==> src/rtl/inst_encode_writer_pkg.sv <==
// Shared definitions for the instruction encode/write path: immediate type codes and FSM states.
package inst_encode_writer_pkg;

    // Immediate encoding type codes; 3'd7 is unused and treated as illegal.
    localparam logic [2:0] TypeNoimm = 3'd0;
    localparam logic [2:0] TypeItype = 3'd1;
    localparam logic [2:0] TypeStype = 3'd2;
    localparam logic [2:0] TypeBtype = 3'd3;
    localparam logic [2:0] TypeUtype = 3'd4;
    localparam logic [2:0] TypeJtype = 3'd5;
    localparam logic [2:0] TypeZtype = 3'd6;

    typedef enum logic [1:0] {
        StIdle,
        StRun,
        StDrain,
        StDone
    } writer_state_e;

endpackage

==> src/rtl/inst_word_fifo.sv <==
// Synchronous FIFO with fall-through read: head is valid whenever empty is low.
module inst_word_fifo #(
    parameter int unsigned DEPTH = 4,
    parameter int unsigned WIDTH = 32
) (
    input  logic             clk,
    input  logic             rst,
    input  logic             push,
    input  logic [WIDTH-1:0] push_data,
    input  logic             pop,
    output logic [WIDTH-1:0] head,
    output logic             full,
    output logic             empty
);

    localparam int unsigned PW = $clog2(DEPTH);
    localparam logic [PW:0] FullCount = (PW + 1)'(DEPTH);

    logic [WIDTH-1:0] mem [DEPTH];
    logic [PW-1:0]    rd_ptr_q;
    logic [PW-1:0]    wr_ptr_q;
    logic [PW:0]      count_q;
    logic             do_push;
    logic             do_pop;

    assign full    = (count_q == FullCount);
    assign empty   = (count_q == '0);
    assign do_pop  = pop & ~empty;
    // A push into a full FIFO is fine when the head leaves in the same cycle.
    assign do_push = push & (~full | do_pop);
    assign head    = mem[rd_ptr_q];

    // Storage array; no reset needed since empty masks stale contents.
    always_ff @(posedge clk) begin
        if (do_push) begin
            mem[wr_ptr_q] <= push_data;
        end
    end

    // Pointer and occupancy tracking; pointers wrap naturally (power-of-two depth).
    always_ff @(posedge clk) begin
        if (rst) begin
            rd_ptr_q <= '0;
            wr_ptr_q <= '0;
            count_q  <= '0;
        end else begin
            if (do_push) begin
                wr_ptr_q <= wr_ptr_q + 1'b1;
            end
            if (do_pop) begin
                rd_ptr_q <= rd_ptr_q + 1'b1;
            end
            unique case ({do_push, do_pop})
                2'b10:   count_q <= count_q + 1'b1;
                2'b01:   count_q <= count_q - 1'b1;
                default: count_q <= count_q;
            endcase
        end
    end

endmodule

==> src/rtl/inst_encode_writer.sv <==
// Packs instruction fields plus an immediate into RV32I words, range-checks the immediate,
// and streams legal words to instruction memory through a write/ack port.
module inst_encode_writer
    import inst_encode_writer_pkg::*;
#(
    parameter int unsigned ADDR_W = 32,
    parameter int unsigned FIFO_D = 4
) (
    input  logic              clk,
    input  logic              rst,
    input  logic              start,
    input  logic [ADDR_W-1:0] base_addr,
    input  logic              in_valid,
    output logic              in_ready,
    input  logic              in_last,
    input  logic [6:0]        in_opcode,
    input  logic [4:0]        in_rd,
    input  logic [2:0]        in_funct3,
    input  logic [4:0]        in_rs1,
    input  logic [4:0]        in_rs2,
    input  logic [6:0]        in_funct7,
    input  logic [31:0]       in_imm,
    input  logic [2:0]        in_type,
    output logic              wr_en,
    input  logic              wr_ack,
    output logic [ADDR_W-1:0] wr_addr,
    output logic [31:0]       wr_data,
    output logic              done,
    output logic              err,
    output logic [15:0]       err_idx,
    output logic [15:0]       wr_count
);

    // Scatter immediate bits over the base word according to the encoding type.
    function automatic logic [31:0] scatter_imm(input logic [2:0] t, input logic [31:0] imm,
                                                input logic [31:0] base);
        logic [31:0] w;
        w = base;
        case (t)
            TypeItype: w[31:20] = imm[11:0];
            TypeStype: begin
                w[31:25] = imm[11:5];
                w[11:7]  = imm[4:0];
            end
            TypeBtype: begin
                w[31]    = imm[12];
                w[30:25] = imm[10:5];
                w[11:8]  = imm[4:1];
                w[7]     = imm[11];
            end
            TypeUtype: w[31:12] = imm[31:12];
            TypeJtype: begin
                w[31]    = imm[20];
                w[30:21] = imm[10:1];
                w[20]    = imm[11];
                w[19:12] = imm[19:12];
            end
            TypeZtype: w[19:15] = imm[4:0];
            default: ;
        endcase
        return w;
    endfunction

    // An immediate fits when every bit above the field's sign bit matches it.
    function automatic logic imm_legal(input logic [2:0] t, input logic [31:0] imm);
        logic ok;
        case (t)
            TypeNoimm: ok = 1'b1;
            TypeItype,
            TypeStype: ok = (&imm[31:11]) | ~(|imm[31:11]);
            TypeBtype: ok = ((&imm[31:12]) | ~(|imm[31:12])) & ~imm[0];
            TypeUtype: ok = ~(|imm[11:0]);
            TypeJtype: ok = ((&imm[31:20]) | ~(|imm[31:20])) & ~imm[0];
            TypeZtype: ok = ~(|imm[31:5]);
            default:   ok = 1'b0;
        endcase
        return ok;
    endfunction

    writer_state_e state_q;
    logic          pack_valid_q;
    logic [31:0]   pack_word_q;
    logic [15:0]   beat_count_q;

    logic          accept;
    logic          beat_legal;
    logic [31:0]   beat_word;
    logic          push;
    logic          pop;
    logic          fifo_full;
    logic          fifo_empty;
    logic [31:0]   fifo_head;

    assign beat_word  = scatter_imm(in_type, in_imm,
                                    {in_funct7, in_rs2, in_rs1, in_funct3, in_rd, in_opcode});
    assign beat_legal = imm_legal(in_type, in_imm);

    assign wr_en    = ~fifo_empty;
    assign wr_data  = fifo_empty ? '0 : fifo_head;
    assign pop      = wr_en & wr_ack;
    assign push     = pack_valid_q & (~fifo_full | pop);
    assign in_ready = (state_q == StRun) & (~pack_valid_q | ~fifo_full | pop);
    assign accept   = in_valid & in_ready;
    assign done     = (state_q == StDone);

    // Pack register: illegal beats are dropped here so they never reach memory.
    always_ff @(posedge clk) begin
        if (rst) begin
            pack_valid_q <= 1'b0;
            pack_word_q  <= '0;
        end else if (accept) begin
            pack_valid_q <= beat_legal;
            pack_word_q  <= beat_word;
        end else if (push) begin
            pack_valid_q <= 1'b0;
        end
    end

    // Session FSM plus its registered status outputs and write address.
    always_ff @(posedge clk) begin
        if (rst) begin
            state_q      <= StIdle;
            wr_addr      <= '0;
            err          <= 1'b0;
            err_idx      <= '0;
            wr_count     <= '0;
            beat_count_q <= '0;
        end else begin
            unique case (state_q)
                StIdle: begin
                    if (start) begin
                        state_q      <= StRun;
                        wr_addr      <= base_addr & ~ADDR_W'(3);
                        err          <= 1'b0;
                        err_idx      <= '0;
                        wr_count     <= '0;
                        beat_count_q <= '0;
                    end
                end
                StRun: begin
                    if (accept && in_last) begin
                        state_q <= StDrain;
                    end
                end
                StDrain: begin
                    if (!pack_valid_q && fifo_empty) begin
                        state_q <= StDone;
                    end
                end
                StDone:  state_q <= StIdle;
                default: state_q <= StIdle;
            endcase

            if (accept) begin
                beat_count_q <= beat_count_q + 1'b1;
                if (!beat_legal && !err) begin
                    err     <= 1'b1;
                    err_idx <= beat_count_q;
                end
            end

            if (pop) begin
                wr_addr <= wr_addr + ADDR_W'(4);
                if (wr_count != 16'hFFFF) begin
                    wr_count <= wr_count + 1'b1;
                end
            end
        end
    end

    inst_word_fifo #(
        .DEPTH (FIFO_D),
        .WIDTH (32)
    ) u_fifo (
        .clk       (clk),
        .rst       (rst),
        .push      (push),
        .push_data (pack_word_q),
        .pop       (pop),
        .head      (fifo_head),
        .full      (fifo_full),
        .empty     (fifo_empty)
    );

endmodule
==> config.mk <==
export PLATFORM = sky130hd
export DESIGN_NAME = inst_encode_writer
export DESIGN_NICKNAME = d
export VERILOG_FILES = /design/src/rtl/inst_encode_writer_pkg.sv /design/src/rtl/inst_word_fifo.sv /design/src/rtl/inst_encode_writer.sv
export SDC_FILE = /design/constraint.sdc
export NUM_CORES = 1
export LEC_CHECK = 0
export CAP_MARGIN = 20
export CORE_MARGIN = 2
export CORE_UTILIZATION = 57
export DETAILED_ROUTE_END_ITERATION = 8
export GPL_TIMING_DRIVEN = 0
export PLACE_DENSITY = 0.86
export REMOVE_ABC_BUFFERS = 1
export SLEW_MARGIN = 15
export SYNTH_ARGS = -nofsm -noshare
export SYNTH_HDL_FRONTEND = slang
export SYNTH_SLANG_ARGS = --single-unit
==> constraint.sdc <==
create_clock -name clk -period 4.05 [get_ports clk]
set_input_delay 0.405 -clock clk [delete_from_list [all_inputs] [get_ports clk]]
set_output_delay 0.405 -clock clk [all_outputs]
set_load 0.05 [all_outputs]
==> impl_metrics.env <==
export IMPL_cts_buffers=25
export IMPL_period_needed_ns=3.415
export IMPL_p_sw_share_pct=30.64
export IMPL_overflow=0
export IMPL_cts_sinks=251
export IMPL_finalHoldViolCount=0
export IMPL_hpwl_mm=18.70
export IMPL_max_slew_margin_pct=27.77
export IMPL_io_buffers=200
export IMPL_worstReg2RegEnd="wr_addr[19]"
export IMPL_worst_pin_slew_ns=1.080
export IMPL_path_max_fanout=20
export IMPL_outcome="finished, final reports clean"
export IMPL_ir_drop_mv=0.3484
export IMPL_io_pins=205
export IMPL_worstSetupPathType="primary input to flop"
export IMPL_synth_seq_area_share_pct=55.18
export IMPL_cap_violations=0
export IMPL_arrival_ns=3.83
export IMPL_finalSetupViolations=0
export IMPL_final_util_pct=73.99
export IMPL_nets=1328
export IMPL_root_buffer="clkbuf_16"
export IMPL_hold_buffers=0
export IMPL_drtAntennaViolNets=0
export IMPL_cts_path_max_buffers=3
export IMPL_antenna_found_initial=0
export IMPL_vias=9103
export IMPL_synthTopCellsByArea="edfxtp_1, dfxtp_1, mux4_2, nand2_1, a21oi_1"
export IMPL_post_cts_buffers=0
export IMPL_wl_per_cell_um=19.35
export IMPL_pwr_share_clk_pct=33.3
export IMPL_start_util_pct=58.34
export IMPL_rows=51
export IMPL_fmax_mhz=292.8
export IMPL_ys_ff_latch=251
export IMPL_globalplace_congestion=0.8834
export IMPL_clk_latency_ns=0.52
export IMPL_worstHoldPathType="primary input to flop"
export IMPL_power_density_mw_per_mm2=480.9
export IMPL_fp_dieH_um=145.6
export IMPL_post_cts_resized=0
export IMPL_synth_area_sq_mm=0.01143
export IMPL_design_area_sq_mm=0.01449
export IMPL_synth_cells=1039
export IMPL_reg2reg_depth=6
export IMPL_power_share_sequential_pct=44.8
export IMPL_post_route_drc_count=0
export IMPL_ys_types=67
export IMPL_switchingPower_mw=2.136
export IMPL_synth_area_per_cell_sq_um=11.00
export IMPL_wirelength_mm=28.89
export IMPL_total_power_mw=6.970
export IMPL_via_per_inst=6.097
export IMPL_drv_slew=0
export IMPL_required_ns=4.47
export IMPL_synth_top_area_cell="edfxtp_1"
export IMPL_layout_setup_ws_ns=0.6347
export IMPL_p_leak_nw=4.878
export IMPL_clk_pin_slew_ns=0.06
export IMPL_area_growth_pct=26.82
export IMPL_place_area_sq_mm=0.01363
export IMPL_yosysWarnings=0
export IMPL_rrSetupSlack_ns=1.04
export IMPL_drtIter0Drc=789
export IMPL_ys_flop_type="edfxtp_1"
export IMPL_worstSetupStartpoint="in_type[1]"
export IMPL_hp_start="rst"
export IMPL_die_w_um=145.6
export IMPL_cp_endpoint="err_idx[12]"
export IMPL_grt_usage_pct=26.75
export IMPL_ys_async_sr_fraction_pct=0
export IMPL_cts_tree="built"
export IMPL_grt_pass1_vias=8817
export IMPL_r2r_start="u_fifo.count_q[2]"
export IMPL_cp_end_kind="flop"
export IMPL_pre_cts_slack_ns=-0.2010
export IMPL_fin_crit_sh_pct=84.33
export IMPL_rsz0062_at_grt="no"
export IMPL_p_int_mw=4.834
export IMPL_drive_gt1_share_pct=9.609
export IMPL_die_area_sq_mm=0.02120
export IMPL_p_comb_share_pct=22.0
export IMPL_diodes=0
export IMPL_synth_edf_count=128
export IMPL_yosysTopAreaCellShare_pct=33.63
export IMPL_clock_skew_ns=0.01875
export IMPL_dr_pass1_iters=6
export IMPL_core_area_sq_mm=0.01959
export IMPL_grt_max_degree=110
export IMPL_htreeDepth=1
export IMPL_startpoint_type="primary input"
export IMPL_grt_pass1_wl_mm=46.29
## per-stage QoR
step,instances,setup TNS (ns),hold slack [ns]
global route,1493,0,0.1739
floorplan,972,0,0.4438
detailed placement,1444,-2.619,0.4553
CTS,1489,0,0.1527
global placement,1437,-75.67,0.4452
finish,1493,0,0.1662
## cell usage after synthesis (all sizes together), types with 15 or more instances
cell type / n
mux2i: 28
o21ai: 38
inv: 16
and2: 39
nand3: 26
a211oi: 19
nand4: 16
and3: 15
a21oi: 70
nor4: 15
nand2b: 18
buf: 22
nand2: 117
clkbuf: 46
mux4: 32
edfxtp: 128
dfxtp: 123
a311oi: 30
nor2: 97
## area by class of cell
type	count	area, sq um
Clock buffer	34	689.4
Tap cell	265	331.6
Inverter	16	60.06
Fill cell	1343	5096
Timing Repair Buffer	211	2180
Multi-Input combinational cell	705	4793
Clock inverter	11	128.9
Sequential cell	251	6311
## how the worst min path moves through the flow
stage                  endpoint  slack, ns  cells after the start
6_report            wr_addr[11]       0.17                      2
5_1_grt             wr_addr[11]       0.17                      2
4_1_cts             wr_addr[11]       0.15                      2
3_5_place_dp        err_idx[14]       0.46                      2
3_3_place_gp        err_idx[13]       0.45                      2
2_1_floorplan  beat_count_q[15]       0.44                      1
## sequential cells by signal, indices dropped and copies added (netlist names), named ones only
name             count
u_fifo.wr_ptr_q      2
state_q              2
err_idx             16
pack_valid_q         1
wr_count            16
u_fifo.mem         128
wr_addr             30
u_fifo.rd_ptr_q      2
err                  1
beat_count_q        16
u_fifo.count_q       3
pack_word_q         32
## layout by cell type, fill, tap and decap left out, types with 15 or more instances in the layout
master	Yosys	routed
nand4_1	16	16
inv_1	15	15
edfxtp_1	128	128
a21oi_1	70	70
nor2_1	93	93
mux2i_1	28	28
clkdlybuf4s50_1	0	198
o21ai_0	24	24
a211oi_1	19	19
nand2b_1	18	18
and2_1	39	35
dfxtp_1	123	121
clkbuf_16	0	25
mux4_2	32	32
nand2_1	117	117
a311oi_1	30	30
nand3_1	26	25
## power by group through the flow
stage               clock network [mW]  registers, mW  logic [mW]
finish                            2.32           3.12        1.53
floorplan                            0           3.39       0.674
global placement                     0           3.15        1.47
CTS                               2.34           3.11        1.51
detailed placement                   0           3.16        1.50
global route                      2.44           3.15        1.64
## critical path, stage by stage
cell and delay (ns):
clkdlybuf4s50_1 0.75, buf_8 0.32, nor4b_1 0.15, a221oi_1 0.30
nor4_1 0.08, a211oi_1 0.52, nand3_1 0.88, mux2i_1 0.42
## cell families (layout without fill, tap and decap cells)
family	after synthesis	in the layout	share of synthesized area [%]
adders and majority gates	13	13	1.489
and+or+nand+nor	397	397	17.64
muxes	69	69	9.645
other	1	2	0.03281
DFF	251	251	55.18
AOI/OAI and AO/OA	216	216	12.35
xor gates and xnor gates	8	8	0.6130
buffers and inverters	84	272	3.054
## routing by layer
| layer | track usage, % | vias up | wire length (um) |
|---|---|---|---|
| met5 | 0 | - | 0 |
| met4 | 9.265 | 0 | 931 |
| met3 | 3.448 | 79 | 2267 |
| met2 | 46.42 | 426 | 14330 |
| met1 | 34.90 | 4371 | 11360 |
| li1 | - | 4227 | - |
(Power assumes the default switching activity.)
